--- config.mk ---
export PLATFORM = sky130hd
export DESIGN_NAME = carry_mult_seq
export DESIGN_NICKNAME = d
export VERILOG_FILES = /design/src/rtl/carry_mult_seq.sv
export SDC_FILE = /design/constraint.sdc
export NUM_CORES = 1
export LEC_CHECK = 0
export ABC_AREA = 1
export BUFFER_PORTS_ARGS = -buffer_cell sky130_fd_sc_hd__buf_4
export CORE_ASPECT_RATIO = 1.4
export CORE_MARGIN = 3
export CORE_UTILIZATION = 59
export CTS_CLUSTER_SIZE = 24
export DETAILED_ROUTE_END_ITERATION = 8
export PLACE_DENSITY = 0.95
export SLEW_MARGIN = 10
export SYNTH_ARGS = -nofsm -noshare
export SYNTH_HDL_FRONTEND = slang
export SYNTH_SLANG_ARGS = --single-unit
--- constraint.sdc ---
create_clock -name C -period 4.5 [get_ports C]
set_clock_uncertainty 0.2 [all_clocks]
set_input_delay 0.225 -clock C [delete_from_list [all_inputs] [get_ports C]]
set_output_delay 0.225 -clock C [all_outputs]
set_load 0.01 [all_outputs]
--- src/rtl/carry_mult_seq.sv ---
// carry_mult_seq: shift-and-add multiplier controller, one AND-gated carry-chain row per cycle
module carry_mult_seq #(
  parameter int WIDTH = 8,
  localparam int CNT_W = $clog2(WIDTH + 1)
) (
  input  logic               C,
  input  logic               CLR,
  input  logic               in_valid,
  output logic               in_ready,
  input  logic [WIDTH-1:0]   a,
  input  logic [WIDTH-1:0]   b,
  input  logic               abort,
  output logic               out_valid,
  input  logic               out_ready,
  output logic [2*WIDTH-1:0] p,
  output logic               busy
);
  typedef enum logic [1:0] {IDLE, RUN, DONE} state_t;
  state_t             state;
  logic [WIDTH-1:0]   mreg;
  logic [WIDTH-1:0]   pp;
  logic [WIDTH:0]     sum;
  logic [2*WIDTH-1:0] prod;
  logic [CNT_W-1:0]   cnt;
  // partial-product row gated by the current multiplier LSB, added to the upper product half
  always_comb begin
    pp  = mreg & {WIDTH{prod[0]}};
    sum = {1'b0, prod[2*WIDTH-1:WIDTH]} + {1'b0, pp};
  end
  assign p = prod;
  // controller FSM; the adder carry shifts into the product MSB on every iteration
  always_ff @(posedge C or negedge CLR) begin
    if (!CLR) begin
      state     <= IDLE;
      in_ready  <= 1'b0;
      out_valid <= 1'b0;
      prod      <= '0;
      busy      <= 1'b0;
      cnt       <= '0;
      mreg      <= '0;
    end else begin
      case (state)
        IDLE: begin
          in_ready <= 1'b1;
          if (in_valid && in_ready) begin
            state    <= RUN;
            mreg     <= a;
            prod     <= {{WIDTH{1'b0}}, b};
            cnt      <= '0;
            in_ready <= 1'b0;
            busy     <= 1'b1;
          end
        end
        RUN: begin
          if (abort) begin
            state     <= IDLE;
            out_valid <= 1'b0;
            in_ready  <= 1'b1;
            busy      <= 1'b0;
          end else begin
            prod <= {sum, prod[WIDTH-1:1]};
            cnt  <= cnt + CNT_W'(1);
            if (cnt == CNT_W'(WIDTH - 1)) begin
              state     <= DONE;
              out_valid <= 1'b1;
            end
          end
        end
        DONE: begin
          if (abort || out_ready) begin
            state     <= IDLE;
            out_valid <= 1'b0;
            in_ready  <= 1'b1;
            busy      <= 1'b0;
          end
        end
        default: state <= IDLE;
      endcase
    end
  end
endmodule
==> results.json, run 1 <==
{
  "die-area_mm2": 0.004129,
  "synth.area.top_cells": "dfrtp_1, nand2_1, ha_1",
  "synth_top_family_by_area": "simple AND/OR/NAND/NOR gates",
  "critPathMaxFanout": 21,
  "rsz0062_at_grt": "no",
  "first_global_vias": 1771,
  "clk_path_buf_depth": 2,
  "fin_ws_ns": 2.047,
  "avgSynthCellArea_um2": 8.720,
  "drc": 0,
  "place_ws_ns": 2.128,
  "grt_max_degree": 34,
  "die_h_um": 74.84,
  "power_mw": 1.594,
  "crit_type": "reg2reg",
  "maxCapViolCount": 0,
  "grt_pass1_wl_um": 7879,
  "yosysWarnings": 0,
  "synthXorXnorAreaFrac_pct": 0,
  "critPathCaptureType": "flop",
  "placed_cells": 300,
  "dp_hpwl_um": 3130,
  "vdd_drop_max_mv": 0.4795,
  "num_rows": 24,
  "critPathTopFamily": "adder cells",
  "core_area_mm2": 0.003183,
  "synthMuxAreaShare_pct": 4.511,
  "synth-compound-area-share_pct": 11.47,
  "cts-root-buf": "clkbuf_8",
  "required_ns": 4.51,
  "fin_tns_setup_ns": 0,
  "design.portCount": 40,
  "hold_violations": 0,
  "period_needed_ns": 2.453,
  "cts_buffers": 5,
  "syn_area_mm2": 0.001997,
  "placed_cell_area_mm2": 0.002280,
  "min_period_over_period_pct": 54.50,
  "ant_nets": 0,
  "vias": 1773,
  "clk-insertion-delay-late_ns": 0.29,
  "critPathLaunch": "state[1]$_DFFE_PN0P_",
  "hp-start": "b[2]",
  "final_common_cell": "nand2_1",
  "total_leakage_power_nw": 1.306,
  "area_growth_pct": 23.00,
  "syn_nets": 264,
  "io_buffers": 39,
  "r2r-start": "state[1]$_DFFE_PN0P_",
  "reg2reg_setup_slack_ns": 2.05,
  "slowest_delay_ns": 0.58,
  "fin_cells": 316,
  "ys_seq_area_share_pct": 41.35,
  "grt_overflow_total": 0,
  "cts_setup_buffers": 0,
  "start_util_pct": 62.74,
  "antennaDiodeCount": 0,
  "yosys.area.top_type": "dfrtp_1",
  "clkTransAtPathRegs_ns": 0.07,
  "place.gp.congestion": 0.8252,
  "yosys.area_share.simple_pct": 25.25,
  "maxSlewViolCount": 0,
  "vias_per_cell": 5.611,
  "cp_slowest_cell": "ha_1",
  "nNetsFinal": 312,
  "worstPathArrival_ns": 2.46,
  "cts_resized": 0,
  "outcome": "finished, final reports clean",
  "fin_area_mm2": 0.002456,
  "wl_um": 4708,
  "min_path_type": "in2reg",
  "cts.sinks": 33,
  "setup_viol": 0,
  "synth_top_area_share_pct": 41.35,
  "htree_levels": 2,
  "drt-pass1-iter-count": 4,
  "die_w_um": 55.17,
  "synthAdderAreaFrac_pct": 9.148,
  "power_density_mw_per_mm2": 648.8,
  "clock.fmax_mhz": 407.7,
  "start_kind": "flop",
  "final_cell_mix": "nand2_1, buf_4, dfrtp_1",
  "track_usage_pct": 26.65,
  "cts_tree": "done",
  "ys_types": 27,
  "relSlewSlack_pct": 50.77,
  "cp_num_buf_inv": 2,
  "cp_cell_sequence": "inv_1, ha_1, inv_4, nor2_8, nand2_4, o21ai_4, nand2_1, a21oi_1",
  "ys_ff_latch": 33,
  "drtIter0Drc": 73,
  "cts_hold_buffers": 9,
  "tightest_slew_ns": 0.7357,
  "wl_per_cell_um": 14.90,
  "antenna_found_initial": 0,
  "postSynthCellCount": 229,
  "drive_gt1_share_pct": 28.52
}
-- stage by stage --
stage	hold WS, ns	util, %
finish	0.01852	77.16
global route	0.02857	77.16
CTS	0.01986	77.16
detailed placement	-0.008600	71.62
global placement	-0.01161	71.62
floorplan	-0.2706	-
-- final timing paths --
check,endpoint,depth (start not counted)
max in group asynchronous,p[13]$_DFFE_PN0P_,2
min in group asynchronous,mreg[2]$_DFFE_PN0P_,2
worst min-delay path,p[2]$_DFFE_PN0P_,3
worst max register to register,cnt[2]$_DFFE_PN0P_,8
worst max-delay path,cnt[2]$_DFFE_PN0P_,8
worst min register to register,busy$_DFFE_PN0P_,2
-- logic make-up after synthesis --
group | Yosys count
AOI/OAI and AO/OA | 30
adders and majority gates | 14
buffers and inverters | 34
DFF | 33
muxes | 8
and+or+nand+nor | 110
-- area by class of cell --
cell class	instances	area [um2]
clock buffers	7	86.33
fillers	227	726.9
inverters	27	106.4
multi-input cells	162	1006
flip-flops and latches	33	825.8
well taps	39	48.80
repair buffers	48	382.9
-- flip-flops by register name, summed over array words and instances, names as in the netlist --
register	count
busy	1
cnt	4
state	2
in_ready	1
mreg	8
p	16
out_valid	1
-- where the power goes --
part	internal, mW	total (mW)	switching, mW
logic	0.359	0.835	0.476
registers	0.420	0.531	0.111
clock network	0.121	0.227	0.106
-- synthesized netlist by cell type --
cell type  number
a22o_1          1
nand2_4         1
o22ai_1         3
nor2_1         10
o21ai_0         4
mux2_2          8
a31oi_2         8
nor2_8          1
or2_2           2
a21oi_1         9
nand3b_1        1
inv_1          25
o21ai_4         1
nor2_2          9
buf_6           4
fa_1            1
dfrtp_1        33
nor3b_2         1
inv_4           2
clkbuf_1        1
o21ai_1         4
nand2_1        69
nand4_1         2
buf_2           2
nand3_2         1
nand3_1        13
ha_1           13
-- worst min-delay path, delay by kind of cell --
| kind | cells | cell delay [ns] |
|---|---|---|
| AO/OA/AOI/OAI | 1 | 0.08 |
| AND/OR/NAND/NOR | 1 | 0.07 |
| buffers and inverters | 1 | 0.10 |
-- layer usage --
metal | up-vias | global-route usage, % | part of all wire [%]
met1 | 858 | 31.24 | 37
met2 | 58 | 44.47 | 54
met4 | 0 | 14.32 | 3.5
met3 | 18 | 5.545 | 4.9
li1 | 839 | - | -
met5 | - | 0 | 0
No activity file was read; power rests on OpenSTA's default activity.
==> run 2, diff against run 1 <==
--- a/config.mk
+++ b/config.mk
@@ -9,10 +9,10 @@
 export BUFFER_PORTS_ARGS = -buffer_cell sky130_fd_sc_hd__buf_4
 export CORE_ASPECT_RATIO = 1.4
 export CORE_MARGIN = 3
-export CORE_UTILIZATION = 59
+export CORE_UTILIZATION = 55
 export CTS_CLUSTER_SIZE = 24
 export DETAILED_ROUTE_END_ITERATION = 8
-export PLACE_DENSITY = 0.95
+export PLACE_DENSITY = 0.9
 export SLEW_MARGIN = 10
 export SYNTH_ARGS = -nofsm -noshare
 export SYNTH_HDL_FRONTEND = slang
==> constraint.sdc (replaced) <==
create_clock -name C -period 2.4 [get_ports C]
set_clock_uncertainty 0.2 [all_clocks]
set_input_delay 0.12 -clock C [delete_from_list [all_inputs] [get_ports C]]
set_output_delay 0.12 -clock C [all_outputs]
set_load 0.01 [all_outputs]
==> run 2 against run 1 <==
Against the previous run:
- combinational power up 92%
- flip-flop and latch count stayed put
- global-route usage down 2.4 points
- total power up 98%
- cell count grew 4.1%
==> results.json, run 2 (same netlist as run 1, synthesis figures left out) <==
{
  "outcome": "finished, final reports clean",
  "antenna_found_initial": 0,
  "rsz0062_at_grt": "no",
  "num_rows": 25,
  "switchingPower_mw": 1.320,
  "nNetsFinal": 323,
  "cp_cell_sequence": "nand2_1, inv_1, ha_1, fa_1, nand2_1, nand2_1, nand2_1, nor2_1, o21ai_0, nand2_1",
  "start_kind": "flop",
  "clock.fmax_mhz": 450.8,
  "die_w_um": 56.93,
  "vdd_drop_max_mv": 0.9137,
  "crit_top_cell": "nand2_1",
  "start_util_pct": 58.04,
  "cts_buffers": 5,
  "core_area_mm2": 0.003441,
  "cts_tree": "done",
  "drtIter0Drc": 56,
  "place.gp.congestion": 0.7920,
  "maxCapViolCount": 0,
  "drt-pass1-iter-count": 4,
  "vias_per_cell": 5.456,
  "slowest_delay_ns": 0.53,
  "total_leakage_power_nw": 1.366,
  "vias": 1795,
  "cts_setup_buffers": 0,
  "worstPathArrival_ns": 2.19,
  "drc": 0,
  "critPathTopFamily": "adder cells",
  "n_fill_cell": 239,
  "wl_um": 4776,
  "final_cell_mix": "nand2_1, buf_4, dfrtp_1",
  "largest_register_ffs": 16,
  "track_usage_pct": 24.25,
  "critPathCaptureType": "flop",
  "cp_slowest_cell": "dfrtp_1",
  "clk_path_buf_depth": 2,
  "drive_gt1_share_pct": 28.72,
  "power.internal_mw": 1.829,
  "fin_tns_setup_ns": 0,
  "wl_per_cell_um": 14.52,
  "p_sw_share_pct": 41.92,
  "cts-root-buf": "clkbuf_8",
  "critPathMaxFanout": 10,
  "die-area_mm2": 0.004400,
  "grt_pass1_wl_um": 8224,
  "power_frac_clock_pct": 17.3,
  "crit_type": "reg2reg",
  "tightest_slew_ns": 0.7352,
  "grt_overflow_total": 0,
  "power_density_mw_per_mm2": 1213,
  "maxSlewViolCount": 0,
  "period_needed_ns": 2.218,
  "setup_viol": 0,
  "ant_nets": 0,
  "clkTransAtPathRegs_ns": 0.07,
  "placed_cell_area_mm2": 0.002296,
  "antennaDiodeCount": 0,
  "io_buffers": 39,
  "grt_max_degree": 34,
  "cts.sinks": 33,
  "dp_hpwl_um": 3108,
  "relSlewSlack_pct": 50.80,
  "fin_area_mm2": 0.002595,
  "htree_levels": 2,
  "p_comb_share_pct": 50.8,
  "die_h_um": 77.30,
  "clk-insertion-delay-late_ns": 0.29,
  "final_common_cell": "nand2_1",
  "required_ns": 2.37,
  "first_global_vias": 1842,
  "min_path_type": "in2reg",
  "hold_violations": 0,
  "min_period_over_period_pct": 92.43,
  "area_growth_pct": 29.95,
  "cp_num_buf_inv": 1,
  "p_seq_share_pct": 31.9,
  "design.portCount": 40
}
[run 2: cell count changes in the layout (fill, tap and decap cells not counted)]
cell	before	now
buf_4	39	41
bufinv_16	0	1
dlygate4sd3_1	9	18
ha_1	13	12
ha_2	0	1
[run 2: path summary, 6_finish.rpt]
path	start	end	slack, ns	cells past startpoint
min in group asynchronous	CLR	mreg[1]$_DFFE_PN0P_	0.11	2
setup reg to reg	p[0]$_DFFE_PN0P_	p[15]$_DFFE_PN0P_	0.18	10
max in group asynchronous	CLR	busy$_DFFE_PN0P_	1.57	2
hold / removal	abort	state[1]$_DFFE_PN0P_	0.06	4
setup / recovery	p[0]$_DFFE_PN0P_	p[15]$_DFFE_PN0P_	0.18	10
hold reg to reg	busy$_DFFE_PN0P_	busy$_DFFE_PN0P_	0.29	2
[run 2: tightest hold or removal path, delay by kind of cell]
kind / cells / cell delay, ns
simple gates: 2 / 0.16
buf+inv: 1 / 0.12
compound gates: 1 / 0.09
[run 2: power groups by stage]
stage / Clock, mW / Sequential [mW] / Combinational, mW
2_1_floorplan: 0 / 0.999 / 1.11
3_5_place_dp: 0 / 1.01 / 1.54
4_1_cts: 0.551 / 0.998 / 1.57
3_3_place_gp: 0 / 0.996 / 1.48
5_1_grt: 0.577 / 1.04 / 1.78
6_report: 0.546 / 1.00 / 1.60
[run 2: timing repair]
item                                   4_1_cts  5_1_grt
gates resized for setup                      0        1
setup endpoints to repair                    0        1
endpoints found under the hold margin       50        0
hold buffers                                18        0
[run 2: cell type report]
class	instances	area, um2	area share [%]
clock buffers	7	86.33	3.327
clock inverters	1	30.03	1.157
inverters	27	106.4	4.098
multi-input cells	162	1008	38.86
flip-flops and latches	33	825.8	31.82
well taps	40	50.05	1.929
repair buffers	59	488.0	18.80
[run 2: per-stage QoR]
step	utilization [%]	power, mW	setup WS [ns]	hold slack, ns	std cells
6_report	75.42	3.149	0.1817	0.05616	329
5_1_grt	75.42	3.392	0.02196	0.06026	329
4_1_cts	75.35	3.118	0.2245	0.04185	329
3_5_place_dp	66.73	2.541	0.2380	-0.1107	303
3_3_place_gp	66.73	2.473	0.3357	-0.1173	303
2_1_floorplan	-	2.114	0.4244	-0.3756	229
[run 2: layer usage]
metal | track usage [%] | up-vias | routed length, um
li1 | - | 865 | -
met3 | 4.377 | 17 | 206
met2 | 42.56 | 50 | 2559
met5 | 0 | - | 0
met1 | 27.09 | 863 | 1839
met4 | 12.76 | 0 | 170
